[src/rtl/dlfloat16_div_round_out_if.sv]
// Handshake bundle between the DLFloat16 divider, the rounding stage and the
// result consumer.
//   in_valid/in_ready/in_res/in_flags     : divider -> rounding stage
//   out_valid/out_ready/out_data/out_flags: rounding stage -> consumer
// master is the environment side (drives inputs, consumes outputs);
// slave is the rounding stage itself.
interface dlfloat16_div_round_out_if;
  logic        in_valid;
  logic        in_ready;
  logic [19:0] in_res;
  logic [4:0]  in_flags;
  logic        out_valid;
  logic        out_ready;
  logic [15:0] out_data;
  logic [4:0]  out_flags;

  modport master (
    output in_valid, in_res, in_flags, out_ready,
    input  in_ready, out_valid, out_data, out_flags
  );

  modport slave (
    input  in_valid, in_res, in_flags, out_ready,
    output in_ready, out_valid, out_data, out_flags
  );
endinterface

[src/rtl/dlfloat16_div_round_out.sv]
// Rounding/writeback stage behind the DLFloat16 divider.
// Stage 1 registers the divider's unrounded {s, exp[5:0], 1.mant[8:0], G, R, S}
// result after round-to-nearest-even, exponent fix-up and flag merge. Stage 2
// is a show-ahead FIFO of DEPTH entries feeding a valid/ready consumer.
// Ports:
//   clk   : rising-edge clock
//   rst_n : asynchronous active-low reset
//   clr   : synchronous flush of stage 1 and the FIFO (beats push/pop)
//   bus   : slave side of dlfloat16_div_round_out_if (in_* from the divider,
//           out_* toward the consumer)
module dlfloat16_div_round_out #(
  parameter int DEPTH = 4
) (
  input  logic                        clk,
  input  logic                        rst_n,
  input  logic                        clr,
  dlfloat16_div_round_out_if.slave    bus
);

  localparam int AW = $clog2(DEPTH);
  localparam int CW = AW + 1;

  // Round one divider result; returns {data[15:0], flags[4:0]}.
  // Flag order: {invalid, inexact, overflow, underflow, div_by_zero}.
  function automatic logic [20:0] round_rne(input logic [19:0] res,
                                            input logic [4:0]  flags);
    logic        sign_s;
    logic [5:0]  exp_s;
    logic [8:0]  mant_s;
    logic        g_s;
    logic        r_s;
    logic        st_s;
    logic        rnd_up_s;
    logic [9:0]  m9_s;
    logic [15:0] data_s;
    logic [4:0]  flags_s;
    sign_s   = res[19];
    exp_s    = res[18:13];
    mant_s   = res[11:3];
    g_s      = res[2];
    r_s      = res[1];
    st_s     = res[0];
    flags_s  = flags;
    rnd_up_s = g_s & (r_s | st_s | mant_s[0]);
    m9_s     = {1'b0, mant_s} + {9'h000, rnd_up_s};
    if (res[18:0] == 19'h00000) begin
      data_s = {sign_s, 15'h0000};
    end else if (exp_s == 6'h3F) begin
      // inf/NaN payload is carried through unrounded
      data_s = {sign_s, 6'h3F, mant_s};
    end else begin
      flags_s[3] = flags[3] | g_s | r_s | st_s;
      if (m9_s[9]) begin
        // mantissa overflowed into the hidden bit: renormalise
        if (exp_s == 6'h3E) begin
          // exp 63 would encode inf/NaN, so clamp to the largest finite value
          data_s     = {sign_s, 6'h3E, 9'h1FF};
          flags_s[2] = 1'b1;
        end else begin
          data_s = {sign_s, exp_s + 6'h01, 9'h000};
        end
      end else begin
        data_s = {sign_s, exp_s, m9_s[8:0]};
      end
    end
    return {data_s, flags_s};
  endfunction

  logic              s1_valid_r;
  logic [15:0]       s1_data_r;
  logic [4:0]        s1_flags_r;
  logic [15:0]       mem_data_r  [DEPTH];
  logic [4:0]        mem_flags_r [DEPTH];
  logic [AW-1:0]     wr_ptr_r;
  logic [AW-1:0]     rd_ptr_r;
  logic [CW-1:0]     count_r;

  logic              transfer_s;
  logic              push_s;
  logic              pop_s;
  logic [CW:0]       occupancy_s;
  logic [20:0]       rounded_s;

  // Space is reserved for the entry already in stage 1, so stage 1 never stalls.
  assign occupancy_s   = {1'b0, count_r} + {{CW{1'b0}}, s1_valid_r};
  assign bus.in_ready  = (occupancy_s < (CW+1)'(DEPTH));
  assign transfer_s    = bus.in_valid & bus.in_ready;
  assign push_s        = s1_valid_r;
  assign pop_s         = bus.out_valid & bus.out_ready;
  assign rounded_s     = round_rne(bus.in_res, bus.in_flags);

  assign bus.out_valid = (count_r != {CW{1'b0}});
  assign bus.out_data  = mem_data_r[rd_ptr_r];
  assign bus.out_flags = mem_flags_r[rd_ptr_r];

  // Stage 1: capture the rounded result of each accepted input.
  always_ff @(posedge clk or negedge rst_n) begin
    if (!rst_n) begin
      s1_valid_r <= 1'b0;
      s1_data_r  <= 16'h0000;
      s1_flags_r <= 5'h00;
    end else if (clr) begin
      s1_valid_r <= 1'b0;
    end else begin
      s1_valid_r <= transfer_s;
      if (transfer_s) begin
        s1_data_r  <= rounded_s[20:5];
        s1_flags_r <= rounded_s[4:0];
      end
    end
  end

  // Stage 2: show-ahead FIFO storage, pointers and occupancy.
  always_ff @(posedge clk or negedge rst_n) begin
    if (!rst_n) begin
      for (int i = 0; i < DEPTH; i++) begin
        mem_data_r[i]  <= 16'h0000;
        mem_flags_r[i] <= 5'h00;
      end
      wr_ptr_r <= {AW{1'b0}};
      rd_ptr_r <= {AW{1'b0}};
      count_r  <= {CW{1'b0}};
    end else if (clr) begin
      wr_ptr_r <= {AW{1'b0}};
      rd_ptr_r <= {AW{1'b0}};
      count_r  <= {CW{1'b0}};
    end else begin
      if (push_s) begin
        mem_data_r[wr_ptr_r]  <= s1_data_r;
        mem_flags_r[wr_ptr_r] <= s1_flags_r;
        wr_ptr_r              <= wr_ptr_r + AW'(1);
      end
      if (pop_s) begin
        rd_ptr_r <= rd_ptr_r + AW'(1);
      end
      case ({push_s, pop_s})
        2'b10:   count_r <= count_r + CW'(1);
        2'b01:   count_r <= count_r - CW'(1);
        default: count_r <= count_r;
      endcase
    end
  end

endmodule

[src/flat_wrapper.sv]
// flat-port wrapper written by rule: the top's interface ports become plain ports
module dlfloat16_div_round_out_flat 
#(
  parameter int DEPTH = 4
)
  (clk, rst_n, clr, bus_in_valid, bus_in_res, bus_in_flags, bus_out_ready, bus_in_ready, bus_out_valid, bus_out_data, bus_out_flags);
  dlfloat16_div_round_out_if bus_i ();
  input  logic clk;
  input  logic rst_n;
  input  logic clr;
  input wire logic [$bits(bus_i.in_valid)-1:0] bus_in_valid;
  input wire logic [$bits(bus_i.in_res)-1:0] bus_in_res;
  input wire logic [$bits(bus_i.in_flags)-1:0] bus_in_flags;
  input wire logic [$bits(bus_i.out_ready)-1:0] bus_out_ready;
  output wire logic [$bits(bus_i.in_ready)-1:0] bus_in_ready;
  output wire logic [$bits(bus_i.out_valid)-1:0] bus_out_valid;
  output wire logic [$bits(bus_i.out_data)-1:0] bus_out_data;
  output wire logic [$bits(bus_i.out_flags)-1:0] bus_out_flags;
  assign bus_i.in_valid = bus_in_valid;
  assign bus_i.in_res = bus_in_res;
  assign bus_i.in_flags = bus_in_flags;
  assign bus_i.out_ready = bus_out_ready;
  assign bus_in_ready = bus_i.in_ready;
  assign bus_out_valid = bus_i.out_valid;
  assign bus_out_data = bus_i.out_data;
  assign bus_out_flags = bus_i.out_flags;
  dlfloat16_div_round_out #(.DEPTH(DEPTH)) u_core (.clk(clk), .rst_n(rst_n), .clr(clr), .bus(bus_i));
endmodule
[config.mk]
export PLATFORM = sky130hd
export DESIGN_NAME = dlfloat16_div_round_out_flat
export DESIGN_NICKNAME = d
export VERILOG_FILES = /design/src/rtl/dlfloat16_div_round_out_if.sv /design/src/rtl/dlfloat16_div_round_out.sv /design/src/flat_wrapper.sv
export SDC_FILE = /design/constraint.sdc
export NUM_CORES = 1
export LEC_CHECK = 0
export ABC_AREA = 1
export ABC_CLOCK_PERIOD_IN_PS = 1500
export CORE_MARGIN = 2
export CORE_UTILIZATION = 36
export CTS_BUF_LIST = sky130_fd_sc_hd__clkbuf_8
export CTS_CLUSTER_SIZE = 24
export DETAILED_ROUTE_END_ITERATION = 7
export GPL_ROUTABILITY_DRIVEN = 0
export PLACE_DENSITY = 0.67
export SYNTH_ARGS = -nofsm -noshare
export SYNTH_HDL_FRONTEND = slang
export SYNTH_SLANG_ARGS = --single-unit
[constraint.sdc]
create_clock -name clk -period 1.5 [get_ports clk]
set_input_delay 0.15 -clock clk [delete_from_list [all_inputs] [get_ports clk]]
set_output_delay 0.15 -clock clk [all_outputs]
set_load 0.1 [all_outputs]
==> flow_metrics.py <==
metrics = {
    "logic_synthesis": {
        "syn_avg_cell_area_um2": 7.96,
        "ys_types": 31,
        "synth_cells": 701,
        "synth_seq_cells": 113,
        "yosysTopAreaCell": "dfrtp_1",
        "syn-num-nets": 739,
        "synth_area_leaders": "dfrtp_1 (51%), nand2_1 (13%), o21ai_0 (10%), nor2_1 (5.0%), o21ai_1 (3.3%)",
        "ys_warn_count": 0,
        "seq_area_frac_synth": 0.507,
        "synth_top_area_frac": 0.507,
        "syn_area_um2": 5580,
    },
    "timing": {
        "fmax_ghz": 0.543,
        "relSlewSlack": 0.755,
        "tightest_slew_ns": 0.364,
        "setup_violations": 25,
        "setup_ws_ns": -0.342,
        "finalHoldViolations": 0,
        "final.min_clock_period_ns": 1.84,
        "finClkSkew_ns": 0.00852,
        "finalMaxSlewViolations": 0,
        "hold-worst-slack_ns": 0.155,
        "rsz0062_at_grt": "true",
        "finalCritPeriodShare": 1.23,
    },
    "die": {
        "ios": 53,
        "fp.coreArea_um2": 15200,
        "initial_core_util": 0.367,
        "chipHeight_um": 129,
        "die_area_um2": 16500,
        "rows": 45,
        "fp.dieW_um": 129,
    },
    "global_routing": {
        "grt_max_degree": 43,
        "grt_usage": 0.185,
        "grt_overflow_total": 0,
        "grtUsageMet3": 0.0478,
        "grt-busiest-layer": "met2",
        "antenna_found_initial": 0,
        "grt_pass1_wl_um": 24100,
        "met1_usage": 0.251,
        "gr-usage-met2": 0.290,
        "grt_pass1_vias": 4903,
    },
    "run_status": {
        "status": "finished with violations",
        "violations": "setup timing",
    },
    "layout": {
        "final_common_cell": "nand2_1",
        "fill_cells": 1335,
        "n_antenna_cell": 0,
        "finalNetCount": 855,
        "syn2layout_area_growth_pct": 49.9,
        "final_cell_mix": "nand2_1 (185), dfrtp_1 (112), o21ai_0 (67)",
        "final_cell_count_no_fill": 1018,
        "drive_above_1_share": 0.304,
        "final_core_util": 0.550,
    },
    "pwr": {
        "seqPwrFrac": 0.266,
        "p_leak_nw": 3.90,
        "vdd_drop_max_uv": 928,
        "clkPwrFrac": 0.147,
        "p_comb_frac": 0.587,
        "internal_power_mw": 9.20,
        "p_sw_mw": 7.95,
        "p_per_area_nw_per_um2": 2050,
        "switching_share": 0.464,
    },
    "detailed_routing": {
        "drt_iter0_drc": 269,
        "drt-total-wl_um": 14400,
        "vias_per_cell": 4.89,
        "route.detailed.drc": 0,
        "dr.pass1.iters": 4,
        "ant_nets": 0,
        "wire_per_inst_um": 14.2,
        "vias": 4975,
    },
    "hold_path": {
        "hp-class": "in -> async",
    },
    "placed_design": {
        "dp_cells": 971,
        "hpwl_um": 9370,
        "portBuffers": 52,
        "place_ws_ns": -0.260,
    },
    "cts": {
        "clockRootBuffer": "clkbuf_8",
        "cts_buffers": 17,
        "cts_max_level": 4,
        "clk_pin_slew_worst_paths_ns": 0.07,
        "cts_sinks": 113,
        "clock_latency_ns": 0.44,
        "tritoncts": "done",
        "clockBufferDepth": 2,
    },
    "worst_setup_path": {
        "required_ns": 1.35,
        "cp.arrival_ns": 1.69,
        "critPathCaptureType": "primary output",
        "critPathKind": "reg -> out",
        "rrSetupSlack_ns": -0.04,
        "path_max_fanout": 10,
        "critPathLaunchType": "flop",
    },
    "run": {
        "cap_violations": 0,
    },
}
-- kinds of logic (layout without fill, tap and decap cells) --
| group | Yosys count | after routing | share of synthesized area |
|---|---|---|---|
| and+or+nand+nor | 312 | 312 | 0.241 |
| AOI/OAI and AO/OA | 177 | 177 | 0.165 |
| DFF | 113 | 113 | 0.507 |
| buffers and inverters | 88 | 217 | 0.0639 |
| adders and majority gates | 8 | 8 | 0.0193 |
| xor gates and xnor gates | 3 | 3 | 0.00471 |
-- registers in the layout, summed over array words and instances (netlist names) --
name	cells
u_core.rd_ptr_r	2
u_core.wr_ptr_r	2
u_core.s1_data_r	16
u_core.mem_data_r	64
u_core.s1_flags_r	5
u_core.mem_flags_r	20
u_core.push_s	1
u_core.count_r	3
-- power by group through the flow --
| stage | Clock [mW] | Combinational (mW) | Sequential (mW) |
|---|---|---|---|
| after floorplan | 0 | 6.25 | 4.37 |
| after global placement | 0 | 9.20 | 4.46 |
| after detailed placement | 0 | 9.26 | 4.49 |
| after CTS | 2.58 | 9.55 | 4.48 |
| after global routing | 2.73 | 10.7 | 4.67 |
| final | 2.53 | 10.1 | 4.57 |
-- worst max-delay path, stage by stage, from the launching register on --
cell and delay (ns):
dfrtp_1 0.41, inv_2 0.14, buf_6 0.23, o21ai_4 0.09, o22ai_4 0.17, buf_12 0.20
-- through the flow --
step | cell area, um^2 | setup TNS [ns] | total power, mW
CTS | 7980 | -7.59 | 16.6
global route | 8370 | -10.11 | 18.1
finish | 8370 | -6.86 | 17.2
global placement | 7430 | -2.69 | 13.7
detailed placement | 7430 | -2.98 | 13.8
floorplan | 6090 | -0.745 | 10.6
-- cells in the mapped netlist, drive strengths merged --
library cell	n
nand2	196
o21ai	149
dfrtp	113
nor2	84
inv	52
nand3	25
clkbuf	23
o22ai	21
buf	13
ha	7
a21oi	5
nand4	4
nor3	2
xnor2	2
fa	1
o211ai	1
o21bai	1
or2	1
xor2	1
-- layout make-up --
cell class              instances  area, um^2  area share
multi-input cells             500        3080       0.368
flip-flops and latches        113        2830       0.338
repair buffers                132        1630       0.195
clock buffers                  23         317      0.0378
well taps                     188         235      0.0281
inverters                      52         228      0.0272
clock inverters                 9        41.3     0.00493
repair inverters                1        7.51    0.000897
-- routing by layer --
metal	routed length, um	vias to the layer above
met5	0	-
met4	196	0
met3	618	17
met2	6830	95
li1	-	2527
met1	6790	2336
-- repair_timing --
action | 4_1_cts | 5_1_grt
pin swaps | 8 | 7
endpoints found under the setup margin | 33 | 38
endpoints found under the hold margin | 98 | 0
gates resized for setup | 52 | 50
hold buffers | 1 | 0
setup buffers | 3 | 5
cloned | 1 | 6
-- worst paths after layout --
| check | from | end | depth (start not counted) |
|---|---|---|---|
| max in group asynchronous | rst_n | u_core.s1_data_r[3]$_DFFE_PN0P_ | 4 |
| max | u_core.rd_ptr_r[1]$_DFFE_PN0P_ | bus_out_data[13] | 5 |
| min reg2reg | u_core.s1_data_r[7]$_DFFE_PN0P_ | u_core.s1_data_r[7]$_DFFE_PN0P_ | 2 |
| min | rst_n | u_core.mem_flags_r[16]$_DFFE_PN0P_ | 2 |
| max reg2reg | u_core.count_r[1]$_DFFE_PN0P_ | u_core.count_r[2]$_DFFE_PN0P_ | 10 |
| min in group clk | bus_in_flags[0] | u_core.s1_flags_r[0]$_DFFE_PN0P_ | 3 |
Power figures use the tool's default switching activity.
